## config.mk

```make
export PLATFORM = sky130hd
export DESIGN_NAME = alu_issue_ctrl
export DESIGN_NICKNAME = d
export VERILOG_FILES = /design/src/rtl/alu_issue_ctrl.sv
export SDC_FILE = /design/constraint.sdc
export NUM_CORES = 1
export LEC_CHECK = 0
export BUFFER_PORTS_ARGS = -buffer_cell sky130_fd_sc_hd__buf_4
export CORE_ASPECT_RATIO = 1.1
export CORE_UTILIZATION = 48
export CTS_BUF_LIST = sky130_fd_sc_hd__clkbuf_4
export DETAILED_ROUTE_END_ITERATION = 16
export PLACE_DENSITY = 0.82
export SETUP_SLACK_MARGIN = 0.1
export SYNTH_ARGS = -nofsm -noshare
export SYNTH_HDL_FRONTEND = slang
export SYNTH_SLANG_ARGS = --single-unit
```

## constraint.sdc

```tcl
create_clock -name clk -period 6.9 [get_ports clk]
set_clock_uncertainty 0.1 [all_clocks]
set_input_delay 1.38 -clock clk [delete_from_list [all_inputs] [get_ports clk]]
set_output_delay 1.38 -clock clk [all_outputs]
set_load 0.02 [all_outputs]
```

## src/rtl/alu_issue_ctrl.sv

```systemverilog
// Multi-cycle decode/issue sequencer: accepts a MIPS instruction, reads rs/rt, drives the ALU, writes back.
// Optional macro ALU_ILLEGAL_TRAP_EN adds an Illegal retire flag for unsupported encodings.
module alu_issue_ctrl #(
  parameter int REG_AW = 5,
  parameter int DW     = 32
) (
  input  logic              clk,
  input  logic              reset,
  input  logic              Instr_Valid,
  output logic              Instr_Ready,
  input  logic [31:0]       Instruction_In,
  output logic [REG_AW-1:0] Rf_Raddr1,
  output logic [REG_AW-1:0] Rf_Raddr2,
  input  logic [DW-1:0]     Rf_Rdata1,
  input  logic [DW-1:0]     Rf_Rdata2,
  output logic [DW-1:0]     Data1,
  output logic [DW-1:0]     Data2,
  output logic [31:0]       Instruction,
  output logic [3:0]        Opcode_ALU,
  input  logic [DW-1:0]     Result,
  output logic              Rf_We,
  output logic [REG_AW-1:0] Rf_Waddr,
  output logic [DW-1:0]     Rf_Wdata,
`ifdef ALU_ILLEGAL_TRAP_EN
  output logic              Done,
  output logic              Illegal
`else
  output logic              Done
`endif
);

  typedef enum logic [1:0] {IDLE, READ, EXEC, WB} state_t;

  state_t      state, state_next;
  logic [31:0] rd_src;
  logic        dec_legal, dec_shift, dec_itype;
  logic [3:0]  dec_op;

  // NOTE: state registers use non-blocking assignments so every flop samples pre-edge values.
  always_ff @(posedge clk or posedge reset) begin
    if (reset) state <= IDLE;
    else       state <= state_next;
  end

  // NOTE: every output of this block gets a default first, so no path can infer a latch.
  always_comb begin
    state_next  = state;
    Instr_Ready = 1'b0;
    unique case (state)
      IDLE: begin
        Instr_Ready = 1'b1;
        if (Instr_Valid) state_next = READ;
      end
      READ:    state_next = EXEC;
      EXEC:    state_next = WB;
      default: state_next = IDLE;
    endcase
  end

  // The register file is synchronous, so the source addresses are presented in the accept
  // cycle as well; the read data is then stable during READ and captured on entry to EXEC.
  always_comb begin
    rd_src = Instruction;
    if (state == IDLE) rd_src = Instr_Valid ? Instruction_In : 32'h0;
  end

  assign Rf_Raddr1 = REG_AW'(rd_src[25:21]);
  assign Rf_Raddr2 = REG_AW'(rd_src[20:16]);

  always_comb begin
    dec_legal = 1'b1;
    dec_shift = 1'b0;
    dec_itype = 1'b0;
    dec_op    = 4'b0000;
    if (Instruction[31:26] == 6'h00) begin
      unique case (Instruction[5:0])
        6'h20:   dec_op = 4'b0000;
        6'h22:   dec_op = 4'b0001;
        6'h21:   dec_op = 4'b0010;
        6'h23:   dec_op = 4'b0011;
        6'h24:   dec_op = 4'b0110;
        6'h25:   dec_op = 4'b0111;
        6'h00:   begin dec_op = 4'b1010; dec_shift = 1'b1; end
        6'h02:   begin dec_op = 4'b1011; dec_shift = 1'b1; end
        6'h2A:   dec_op = 4'b1100;
        default: dec_legal = 1'b0;
      endcase
    end else begin
      dec_itype = 1'b1;
      unique case (Instruction[31:26])
        6'h08:   dec_op = 4'b0100;
        6'h09:   dec_op = 4'b0101;
        6'h0C:   dec_op = 4'b1000;
        6'h0D:   dec_op = 4'b1001;
        6'h0A:   dec_op = 4'b1101;
        default: dec_legal = 1'b0;
      endcase
    end
  end

`ifdef ALU_ILLEGAL_TRAP_EN
  logic legal_q;
`endif

  always_ff @(posedge clk or posedge reset) begin
    if (reset) begin
      Instruction <= '0;
      Data1       <= '0;
      Data2       <= '0;
      Opcode_ALU  <= '0;
      Rf_Waddr    <= '0;
      Rf_Wdata    <= '0;
      Rf_We       <= 1'b0;
      Done        <= 1'b0;
`ifdef ALU_ILLEGAL_TRAP_EN
      legal_q     <= 1'b1;
      Illegal     <= 1'b0;
`endif
    end else begin
      Rf_We <= 1'b0;
      Done  <= 1'b0;
`ifdef ALU_ILLEGAL_TRAP_EN
      Illegal <= 1'b0;
`endif
      if (Instr_Valid && Instr_Ready) Instruction <= Instruction_In;

      if (state == READ) begin
        Opcode_ALU <= dec_op;
        Data1      <= dec_shift ? Rf_Rdata2 : Rf_Rdata1;
        if (dec_itype)      Data2 <= DW'(Instruction[15:0]);
        else if (dec_shift) Data2 <= DW'(Instruction[10:6]);
        else                Data2 <= Rf_Rdata2;
        // Unsupported encodings target register 0, which suppresses the write-back.
        if (!dec_legal)     Rf_Waddr <= '0;
        else if (dec_itype) Rf_Waddr <= REG_AW'(Instruction[20:16]);
        else                Rf_Waddr <= REG_AW'(Instruction[15:11]);
`ifdef ALU_ILLEGAL_TRAP_EN
        legal_q <= dec_legal;
`endif
      end

      if (state == EXEC) begin
        Rf_Wdata <= Result;
        Rf_We    <= (Rf_Waddr != '0);
        Done     <= 1'b1;
`ifdef ALU_ILLEGAL_TRAP_EN
        Illegal  <= !legal_q;
`endif
      end
    end
  end

endmodule

```

==> run summary, run 1 <==
The flow ran to the end, and the final reports show no timing, DRC or antenna violations. The post-route antenna net violation count came out at 0. The count of endpoints failing setup in the final report is 0.

The total overflow left after global routing is 0. In the synthesized netlist, the cells that appear most often are 141 x sky130_fd_sc_hd__dfrtp_1, 92 x sky130_fd_sc_hd__nand2_1, 66 x sky130_fd_sc_hd__nor2_1, 53 x sky130_fd_sc_hd__mux2_2, 33 x sky130_fd_sc_hd__o21ai_0. The first global-routing pass estimated 26.7 mm of wire. The critical path's top delay family is simple AND/OR/NAND/NOR gates. The height of the chip is roughly 120 um. The gate count of the mapped netlist came out at 566. The total count of max-transition violations in the final report is 0. The violation count after the first detailed-route iteration is between 300 and 400.

For this run, asynchronously set or reset flops after synthesis account for 1.00. In this run the standard cell core region covers 0.0122 mm2. In this run, CTS created clock tree buffers numbering 17.

The post-synthesis sequential element count is ~140. The initial antenna violation count is 1. The number of primary I/O pins came out at ~280. The maximum frequency from static timing analysis is about 230 MHz. The critical path data required time came out at 5.42 ns. In this run the worst path has a maximum fanout of 43.

The critical path class is reg2out. The worst relative slew slack is 0.264. The clock latency on the worst-skew pair came out at roughly 0.53 ns. The longest clock path from root to sink contains 2 buffers. The fill cell total of the finished layout came out at between 900 and 1000. The average via count per standard cell is about 5.5. Sorting the synthesized cells by area gives the leading types as sky130_fd_sc_hd__dfrtp_1 58%, sky130_fd_sc_hd__mux2_2 9.8%, sky130_fd_sc_hd__nand2_1 5.6%.

After clock tree synthesis, the clock-pin slew on the worst setup and hold paths is ~0.11 ns. The count of placed standard cells including taps came out at 961. Counting flops with a built-in enable in the synthesized netlist gives 0. The via count of the first global-routing pass came out at about 5300. The slowest stage of the critical path is the sky130_fd_sc_hd__and2_2 cell. The setup slack of the most critical reg-to-reg path came out at around 3 ns.

The largest stage delay on the critical path came out at roughly 0.81 ns. The share of cells above drive strength 1 is 0.447. The clock net in this run drives a total of between 100 and 150 sinks. By instance count, the leading cell after synthesis is sky130_fd_sc_hd__dfrtp_1. During synthesis, Yosys emitted a total of 0 warnings.

The count of buffering cells on the critical path with inverters included came out at 2. The initial cell density of the core is 0.499. The area fraction of the dominant cell type after synthesis is 0.577. The worst setup path is launched from a flip-flop. The data arrival time of the critical path came out at roughly 3 ns.

The last weighted congestion value of the routability-driven placer came out at 0.856. The detail-routed net length per standard cell came out at 17.7 um. The accumulated negative setup slack came out at 0 ns. The post-route cell area is between 0.008 and 0.009 mm2. The number of different library cells in the post-synthesis netlist came out at 45. Setup repair after global routing left no endpoint under its margin. The total power after layout is ~4300 uW. The count of port buffers added during placement came out at 280.

For this run, design rule violations remaining after detail routing come to 0. The share of synthesized area occupied by flip-flops and latches is 0.577. The peak ir drop on the vdd network is 0.000317 V. The sort of element at the end of the critical path is a primary output. The number of detailed-routing iterations run before antenna repair is 7.

TritonCTS built the clock tree. The floorplan has 42 rows. The post-CTS repair timing setup buffer count is 0. In the global route stage, overall resource usage came out at 0.268. The pin slew with the least headroom to its limit is about 1.1 ns. The area growth from synthesis to final layout is 41.0%. CTS built an H-tree with a depth of 4. The leakage power figure is 0.00417 uW. The die covers 0.0132 mm2. Post-CTS repair changed the size of 0 cells. Wires add up to 17.6 mm. The maximum number of pins on one net before global-route repair came out at approximately 100. The worst hold path belongs to the class reg2reg. The tool flagged a number of max-cap violations equal to 0.

The floorplan die width is 110 um. The placed instances occupy a cell area of around 0.0083 mm2. The average instance in the mapped netlist occupies between 10 and 15 um2.

The hold-fix buffer count after cts is 0. The net count after synthesis came out at between 700 and 800. The hold violation count in the final report came out at 0. Clock tree synthesis selected as its root buffer the cell sky130_fd_sc_hd__clkbuf_4. Dividing the final minimum period by the clock period gives 0.638. The largest area contributor in the synthesized netlist is sky130_fd_sc_hd__dfrtp_1. The minimum clock period after layout is 4.40 ns. After synthesis the cells add up to around 0.006 mm2.

Traced cell by cell, the critical path runs through inv_1 -> ha_1 -> and2_2 -> nand2_1 -> o21ai_0 -> buf_4. Among all flip-flop cells after synthesis, the most frequent one is sky130_fd_sc_hd__dfrtp_1. The routed layout has around 5400 vias. The final net count is about 960. The detailed placer's ending HPWL is roughly 13 mm. Power spread over the standard cell area amounts to roughly 500 mW/mm2.

The final cell count without fillers is ~990.
==> registers in the layout, summed over array words and instances (netlist names) <==
name         flops
Data2           32
Instruction     32
Rf_We            1
Rf_Waddr         5
Rf_Wdata        32
state            2
Opcode_ALU       4
Data1           32
Done             1
==> cell usage in the layout (no fill, tap or decap), types with 4 or more instances in the layout <==
cell type                   synthesis  routed
sky130_fd_sc_hd__buf_4              0     285
sky130_fd_sc_hd__a221oi_1          13      13
sky130_fd_sc_hd__a22o_1            17      17
sky130_fd_sc_hd__a2bb2oi_1          4       4
sky130_fd_sc_hd__a311oi_1           5       5
sky130_fd_sc_hd__dfrtp_1          141     141
sky130_fd_sc_hd__a31oi_1           32      32
sky130_fd_sc_hd__mux2i_1            7       7
sky130_fd_sc_hd__mux2_2            53      53
sky130_fd_sc_hd__bufinv_16          0       6
sky130_fd_sc_hd__inv_1             16      15
sky130_fd_sc_hd__nor2_1            66      66
sky130_fd_sc_hd__nand2_1           92      92
sky130_fd_sc_hd__o21ai_0           33      33
sky130_fd_sc_hd__clkbuf_4           0      18
sky130_fd_sc_hd__clkinv_1           1       5
==> worst paths after layout <==
path	cells past startpoint	end	from
setup / recovery	6	Rf_Raddr2[1]	state[1]
hold / removal	2	Data2[10]	Data2[10]
setup reg to reg	6	Rf_Waddr[0]	state[1]
hold reg to reg	2	Data2[10]	Data2[10]
max in group asynchronous	3	Data2[2]	reset
min in group asynchronous	2	Rf_Wdata[7]	reset
==> routing by layer <==
layer	GRT usage	vias up	wire, um
li1	-	2502	-
met1	0.305	2655	6650
met2	0.482	226	9410
met3	0.0507	36	1040
met4	0.116	0	474
met5	0	-	0
==> through the flow <==
stage / setup slack [ns] / hold slack (ns) / util
2_1_floorplan: 1.64 / 0.434 / -
3_5_place_dp: 2.72 / 0.392 / 0.674
4_1_cts: 2.50 / 0.423 / 0.704
6_report: 2.50 / 0.417 / 0.704
3_3_place_gp: 2.86 / 0.376 / 0.674
5_1_grt: 2.23 / 0.439 / 0.704
==> cell families (layout without fill, tap and decap cells) <==
group	after synthesis	count (layout)	share of synthesized area
AO/OA/AOI/OAI	117	117	0.133
XOR/XNOR	1	1	0.00143
adder cells (fa/ha/maj)	4	4	0.00819
buffers and inverters	61	334	0.0442
flip-flops	141	141	0.577
multiplexers	60	60	0.109
other	0	1	0
AND/OR/NAND/NOR	182	182	0.127
==> report_power, final <==
part	total (uW)	leakage [uW]	switching [uW]	internal [uW]
combinational	2150	0.00232	1190	957
clock	654	0.000178	296	359
sequential	1510	0.00167	309	1200
total	4310	0.00417	1800	2520
==> worst register-to-register path, stage by stage, from the launching register on <==
cell and delay, ns:
sky130_fd_sc_hd__dfrtp_1 0.43, sky130_fd_sc_hd__inv_1 0.15, sky130_fd_sc_hd__ha_4 0.15, sky130_fd_sc_hd__buf_4 0.71, sky130_fd_sc_hd__clkinv_1 1.24, sky130_fd_sc_hd__a221oi_1 0.91
sky130_fd_sc_hd__a311oi_1 0.10
==> final cells by class <==
type                       count  area (um2)  area share
timing repair buffer         285        2140       0.248
clock buffer                  18         135      0.0157
tap                          154         193      0.0224
sequential                   141        3530       0.409
multi-input combinational    364        2330       0.270
clock inverter                14         223      0.0258
inverter                      17        68.8     0.00799
antenna                        1        2.50    0.000290
(Power assumes the default switching activity.)
==> run 2, diff against run 1 <==
CORE_UTILIZATION = 44   (was 48)
PLACE_DENSITY = 0.79   (was 0.82)
clock period = 3.8 ns   (was 6.9 ns; I/O delays follow)
==> run 2 against run 1 <==
Compared with the run above:
- sequential cell count stayed put
- die area is 8.9% higher
- global-route usage is 1.5 points lower
- power is 76% higher
- worst hold slack worse by 0.093 ns
- clock-buffer cell count is 1 higher
- largest power group unchanged
==> run summary, run 2 (synthesis results as in run 1) <==
The height of the chip is about 130 um. The post-cts repair resize count is 0. The maximum number of buffers from clock root to sink came out at 2. For this run, the top clock speed supported by timing is about 310 MHz.

In the global route stage, overall resource usage came out at 0.253. The clock net sink count came out at between 100 and 150. In this run, placement finished with an instance count of ~990.

The post-CTS repair timing setup buffer count is 0. The critical path class is reg2out. The wire length after detailed routing is approximately 18 mm. The count of endpoints failing setup in the final report came out at 0.

The accumulated negative setup slack came out at 0 ns. The total stage count of the critical path is 6. The floorplan die width is 114 um.

TritonCTS built the clock tree. The fraction of met3 tracks used by global routing came out at 0.0640. In this run the remaining antenna-violating nets after routing total 0. The tree is rooted in a sky130_fd_sc_hd__clkbuf_4. The area growth from synthesis to final layout is 40.5%. Once layout is complete, the utilization of the core stands at 0.642. The finished layout holds 1025 standard cells, fillers aside. The first global-routing pass estimated 27.7 mm of wire. In the layout the commonest cells are 286 x sky130_fd_sc_hd__buf_4, 141 x sky130_fd_sc_hd__dfrtp_1, 92 x sky130_fd_sc_hd__nand2_1. At the pin with the least slew margin, the transition time is 0.894 ns. Of all nets on the critical path, the largest fanout is 20. Clock-pin slew was measured on the worst setup and hold paths at roughly 0.11 ns. The largest individual stage delay along the critical path comes from the cell sky130_fd_sc_hd__dfrtp_1.

The share of cells above drive strength 1 is 0.449. The worst hold path stage count is 3. The violation count after the first detailed-route iteration is between 300 and 400.

The final net count is 963. For met1 alone, demand over resource in global routing was 0.281. The via count of the first global-routing pass was approximately 5400. The DRC violation count after routing is 0. The launching element type of the critical path is a flip-flop. The hold path startpoint is Instruction_In[4]. The setup slack of the most critical reg-to-reg path came out at roughly 1.3 ns. The number of maximum-capacitance violations is 0. For this design the static power due to leakage is about 0.0041 uW. The total power per unit cell area came out at around 890 mW/mm2. The initial antenna violation count is 1.

The last weighted congestion value of the routability-driven placer is 0.860. Setup repair after global routing left no endpoint under its margin. Among cell families on the critical path, the largest total delay comes from simple AND/OR/NAND/NOR gates. The floorplan row count is 44. The endpoint with the worst hold slack is Instruction[4]. The total congestion overflow after global routing came out at 0. The clock buffer count from CTS came out at 17. The largest stage delay on the critical path came out at between 0.4 and 0.5 ns. In this run the critical register-to-register path is captured at Rf_Waddr[4]. The fill cell total of the finished layout came out at about 1100. The number of vias after detailed routing is approximately 5400. The die area came out at 0.0144 mm2. The initial utilization of the core area, before any placement, comes to 0.457. The minimum clock period after layout is approximately 3.3 ns. The multi-input combinational cells in the finished layout cover a total of ~0.0023 mm2. The average via count per standard cell came out at roughly 5.3. The level count of the clock H-tree is 4. The total count of max-transition violations in the final report is 0. The global routing stage identified its most utilized layer as met2. The count of port buffers added during placement came out at 280. The hold-fix buffer count after cts is 0. The worst reg-to-reg path cell count is 4. The signal on the critical path passes through inv_1 -> ha_1 -> and2_2 -> nand2_1 -> o21ai_0 -> buf_4.

For the worst setup path, the data arrival time is ~2.4 ns. The final cycle utilization of the critical path came out at 0.861. The reg-to-reg startpoint is Instruction[26].

The flow ran to the end, and the final reports show no timing, DRC or antenna violations. The critical path data required time is 2.94 ns. The path class of the tightest hold or removal check is in2reg. For the worst-skew pair, the clock arrives at the later sink with an insertion delay of about 0.54 ns. The maximum number of pins on one net before global-route repair is approximately 140.

For this design the top-level I/O count stands at roughly 280. Leaving out fill and tap cells, the most frequent cell in the layout is sky130_fd_sc_hd__buf_4. The number of detailed-routing iterations run before antenna repair is 5. The peak ir drop on the vdd network came out at 0.000520 V.

Dividing the detail-routed wire length by the instance count gives roughly 17 um. The worst relative slew slack is 0.402. The count of buffering cells on the critical path with inverters included is 2. Registers take approximately 0.0035 mm2. The hold violation count in the final report came out at 0. The detailed placer's ending HPWL is ~13 mm.

After floorplanning, the core was sized to cover 0.0134 mm2. The met2 global-route usage is 0.447. The worst setup path is captured at a primary output.
[run 2: changes by cell type in the layout (fill, tap and decap cells not counted)]
cell / previous run / this run
sky130_fd_sc_hd__buf_4: 285 / 286
sky130_fd_sc_hd__bufinv_16: 6 / 2
sky130_fd_sc_hd__clkinv_4: 0 / 2
sky130_fd_sc_hd__buf_12: 0 / 1
sky130_fd_sc_hd__clkinv_1: 5 / 4
sky130_fd_sc_hd__clkinv_2: 1 / 2
sky130_fd_sc_hd__clkbuf_4: 18 / 19
[run 2: power breakdown]
group | total (uW) | internal [uW] | switching, uW
Sequential | 2730 | 2180 | 551
Combinational | 3960 | 1760 | 2200
Clock | 923 | 396 | 528
[run 2: worst max-delay path by stage]
stage / slack (ns) / endpoint / start
2_1_floorplan: 1.07 / Rf_Raddr1[3] / state[0]
3_3_place_gp: 1.34 / Rf_Raddr1[3] / state[1]
3_5_place_dp: 1.16 / Rf_Raddr2[4] / state[1]
4_1_cts: 0.50 / Rf_Raddr2[4] / state[1]
5_1_grt: 0.34 / Rf_Raddr2[4] / state[1]
6_report: 0.53 / Rf_Raddr1[2] / state[0]
[run 2: final cells by class]
cell class / count / area share
multi-input cells: 364 / 0.271
diodes: 1 / 0.000291
well taps: 184 / 0.0268
clock inverters: 12 / 0.0143
clock buffers: 19 / 0.0166
flip-flops and latches: 141 / 0.411
inverters: 17 / 0.00787
repair buffers: 287 / 0.252
[run 2: worst min-delay path, cell delays in order]
cell                      delay (ns)
sky130_fd_sc_hd__buf_4          0.07
sky130_fd_sc_hd__nand2_1        0.03
sky130_fd_sc_hd__o21ai_0        0.05
[run 2: per-layer routing]
metal  wire (um)  share of wire
met3        1120          0.062
met2        9410           0.52
met5           0              0
met1        6730           0.38
met4         672          0.037
[run 2: per-stage QoR]
stage	cell area, um2	power (uW)	hold slack, ns	setup slack (ns)
finish	8590	7610	0.324	0.529
global route	8590	8060	0.273	0.339
CTS	8590	7670	0.276	0.501
detailed placement	8320	6740	0.376	1.16
global placement	8320	6590	0.375	1.34
floorplan	6120	4970	0.434	1.07
==> run 3, diff against run 2 <==
CORE_UTILIZATION = 40   (was 44)
PLACE_DENSITY = 0.73   (was 0.79)
==> run 3 against run 2 <==
Compared with the run above:
- global-route usage is 2.5 points lower
- worst hold slack lost 0.049 ns
- final cell count grew 1.4%
- power grew 2.4%
- non-clock buffer count increased by 1
- via count down 4.1%
- largest power group unchanged
==> run summary, run 3 (synthesis results as in run 1) <==
After the first detailed-routing iteration, the DRC count stood at approximately 290. Leaving out fill and tap cells, the most frequent cells in the layout are 287 x sky130_fd_sc_hd__buf_4, 141 x sky130_fd_sc_hd__dfrtp_1, 92 x sky130_fd_sc_hd__nand2_1. The worst hold path belongs to the class in2async. In the final layout, the share of cells above drive strength 1 is 0.452.

The endpoint of the most critical register-to-register path is Data2[0]. The wire length after detailed routing came out at roughly 17 mm. TritonCTS built the clock tree. The floorplan die width came out at about 120 um. The fill cell total of the finished layout is 1353. Leaving out fill and tap cells, the most frequent cell in the layout is sky130_fd_sc_hd__buf_4. The count of endpoints failing setup in the final report came out at 0.

The placed instance area is 0.00834 mm2. The area used by multi-input combinational logic came out at ~0.0023 mm2. The last weighted congestion value of the routability-driven placer is 0.777. Summing all flip-flop and latch instances after layout gives between 0.003 and 0.004 mm2. The total count of max-transition violations in the final report is 0. The post-route antenna net violation count came out at 0. The area growth from synthesis to final layout came out at 42.3%. The clock edge transition at the registers on the reported setup and hold paths came out at about 0.12 ns. The detail-routed net length per standard cell is 16.8 um.

The critical path data required time is around 3 ns. The setup slack of the most critical reg-to-reg path is approximately 1.2 ns. The worst reg-to-reg path cell count is 4. The initialized floorplan defines 47 standard-cell rows. The peak ir drop on the vdd network is 0.000467 V.

The hold violation count in the final report came out at 0. The level count of the clock H-tree is 4. The accumulated negative setup slack came out at 0 ns. The post-CTS repair timing setup buffer count came out at 0. The net switching power is approximately 3300 uW. The average via count per standard cell is 5.01.

The initial cell density of the core came out at 0.408. The height of the chip came out at approximately 130 um. The clock net sink count is between 100 and 150. The count of port buffers added during placement came out at 280. Max-cap violations in this run came to 0. Clock tree synthesis selected as its root buffer the cell sky130_fd_sc_hd__clkbuf_4. The minimum clock period after layout came out at 3.40 ns. The flow ran to the end, and the final reports show no timing, DRC or antenna violations. The internal power of the cells totals around 4500 uW. The core box area came out at 0.0150 mm2. The worst setup path is captured at a primary output.

The hold-fix buffer count after cts came out at 0. Setup repair after global routing left no endpoint under its margin. The number of primary I/O pins came out at 281. The leakage power figure came out at ~0.0042 uW.

The clock latency on the worst-skew pair came out at 0.53 ns. The first-pass GRT wire length came out at 27.9 mm. The longest clock path from root to sink contains 2 buffers. The maximum fanout count along the critical path came out at 25. The maximum number of pins on one net before global-route repair is 87. The worst setup path is of the reg2out kind. The worst relative slew slack came out at 0.368.

The total power per unit cell area is ~900 mW/mm2. The DRC violation count after routing is 0. The number of vias after detailed routing is about 5200.

The power share of the clock group is 0.148. The maximum frequency from static timing analysis came out at 294 MHz. The post-route cell area came out at approximately 0.0087 mm2.

Data on the critical path arrives at its endpoint at 2.54 ns. The part of the power in combinational logic came out at 0.501. The initial antenna violation count came out at 1. The reg-to-reg startpoint is Instruction[26]. The final net count is ~960. The via count of the first global-routing pass is 5158. The pre-antenna-repair detailed-routing pass consisted of 4 iterations. The share of total power dissipated in sequential elements is 0.350.

The clock buffer count from CTS came out at 17. Detailed placement ended at an HPWL of between 10 and 15 mm. The post-cts repair resize count is 0.

The total overflow left after global routing is 0. Of the total power, the share spent switching nets is 0.418. The die area came out at 0.0158 mm2. In the global route stage, overall resource usage came out at 0.228.

The final cycle utilization of the critical path came out at 0.894. The pin slew with the least headroom to its limit is roughly 0.94 ns. The worst setup path is launched from a flip-flop.
## run 3: cell types whose count changed in the layout (fill, tap and decap cells not counted), sizes merged
| cell | before | now |
|---|---|---|
| bufinv | 2 | 5 |
| buf | 287 | 288 |
| clkbuf | 19 | 18 |
| clkinv | 8 | 7 |
| clkinvlp | 3 | 2 |
| inv | 16 | 17 |
## run 3: power by group through the flow
stage	Sequential [uW]	Clock, uW	Combinational, uW
after floorplan	3410	0	1550
after global placement	2730	0	3890
after detailed placement	2760	0	3940
after CTS	2730	1200	3940
after global routing	2840	1260	4180
final	2730	1160	3900
## run 3: stage by stage
step	utilization	cells	total power, uW	hold WS, ns	setup WS [ns]
after floorplan	-	566	4970	0.434	1.07
after global placement	0.556	1006	6620	0.383	1.07
after detailed placement	0.556	1006	6700	0.384	1.01
after CTS	0.580	1038	7870	0.230	0.381
after global routing	0.580	1039	8280	0.238	0.155
final	0.580	1039	7790	0.275	0.402
## run 3: worst max path at each step
| stage | startpoint | to | slack [ns] | cells past startpoint |
|---|---|---|---|---|
| after floorplan | state[0] | Rf_Raddr1[3] | 1.07 | 7 |
| after global placement | state[1] | Rf_Raddr2[1] | 1.07 | 6 |
| after detailed placement | state[1] | Rf_Raddr2[4] | 1.01 | 6 |
| after CTS | state[1] | Rf_Raddr2[1] | 0.38 | 6 |
| after global routing | state[1] | Rf_Raddr1[4] | 0.16 | 6 |
| final | state[1] | Rf_Raddr2[4] | 0.40 | 6 |
## run 3: worst max-delay path: stages (launching register included)
cell and delay, ns:
sky130_fd_sc_hd__dfrtp_1 0.42, sky130_fd_sc_hd__inv_1 0.14, sky130_fd_sc_hd__ha_1 0.50, sky130_fd_sc_hd__and2_2 0.56, sky130_fd_sc_hd__nand2_1 0.13, sky130_fd_sc_hd__o21ai_0 0.10, sky130_fd_sc_hd__buf_4 0.17
## run 3: final cells by class
cell class	instances	area share
flip-flops and latches	141	0.406
multi-input cells	364	0.268
repair buffers	288	0.250
well taps	196	0.0282
clock inverters	14	0.0247
clock buffers	18	0.0155
inverters	17	0.00777
diodes	1	0.000288
## run 3: metal layers
layer	track usage	routed length, um	up-vias
met1	0.292	7270	2488
met4	0.0938	391	0
met5	0	0	-
li1	-	-	2507
met2	0.374	8850	187
met3	0.0486	941	27
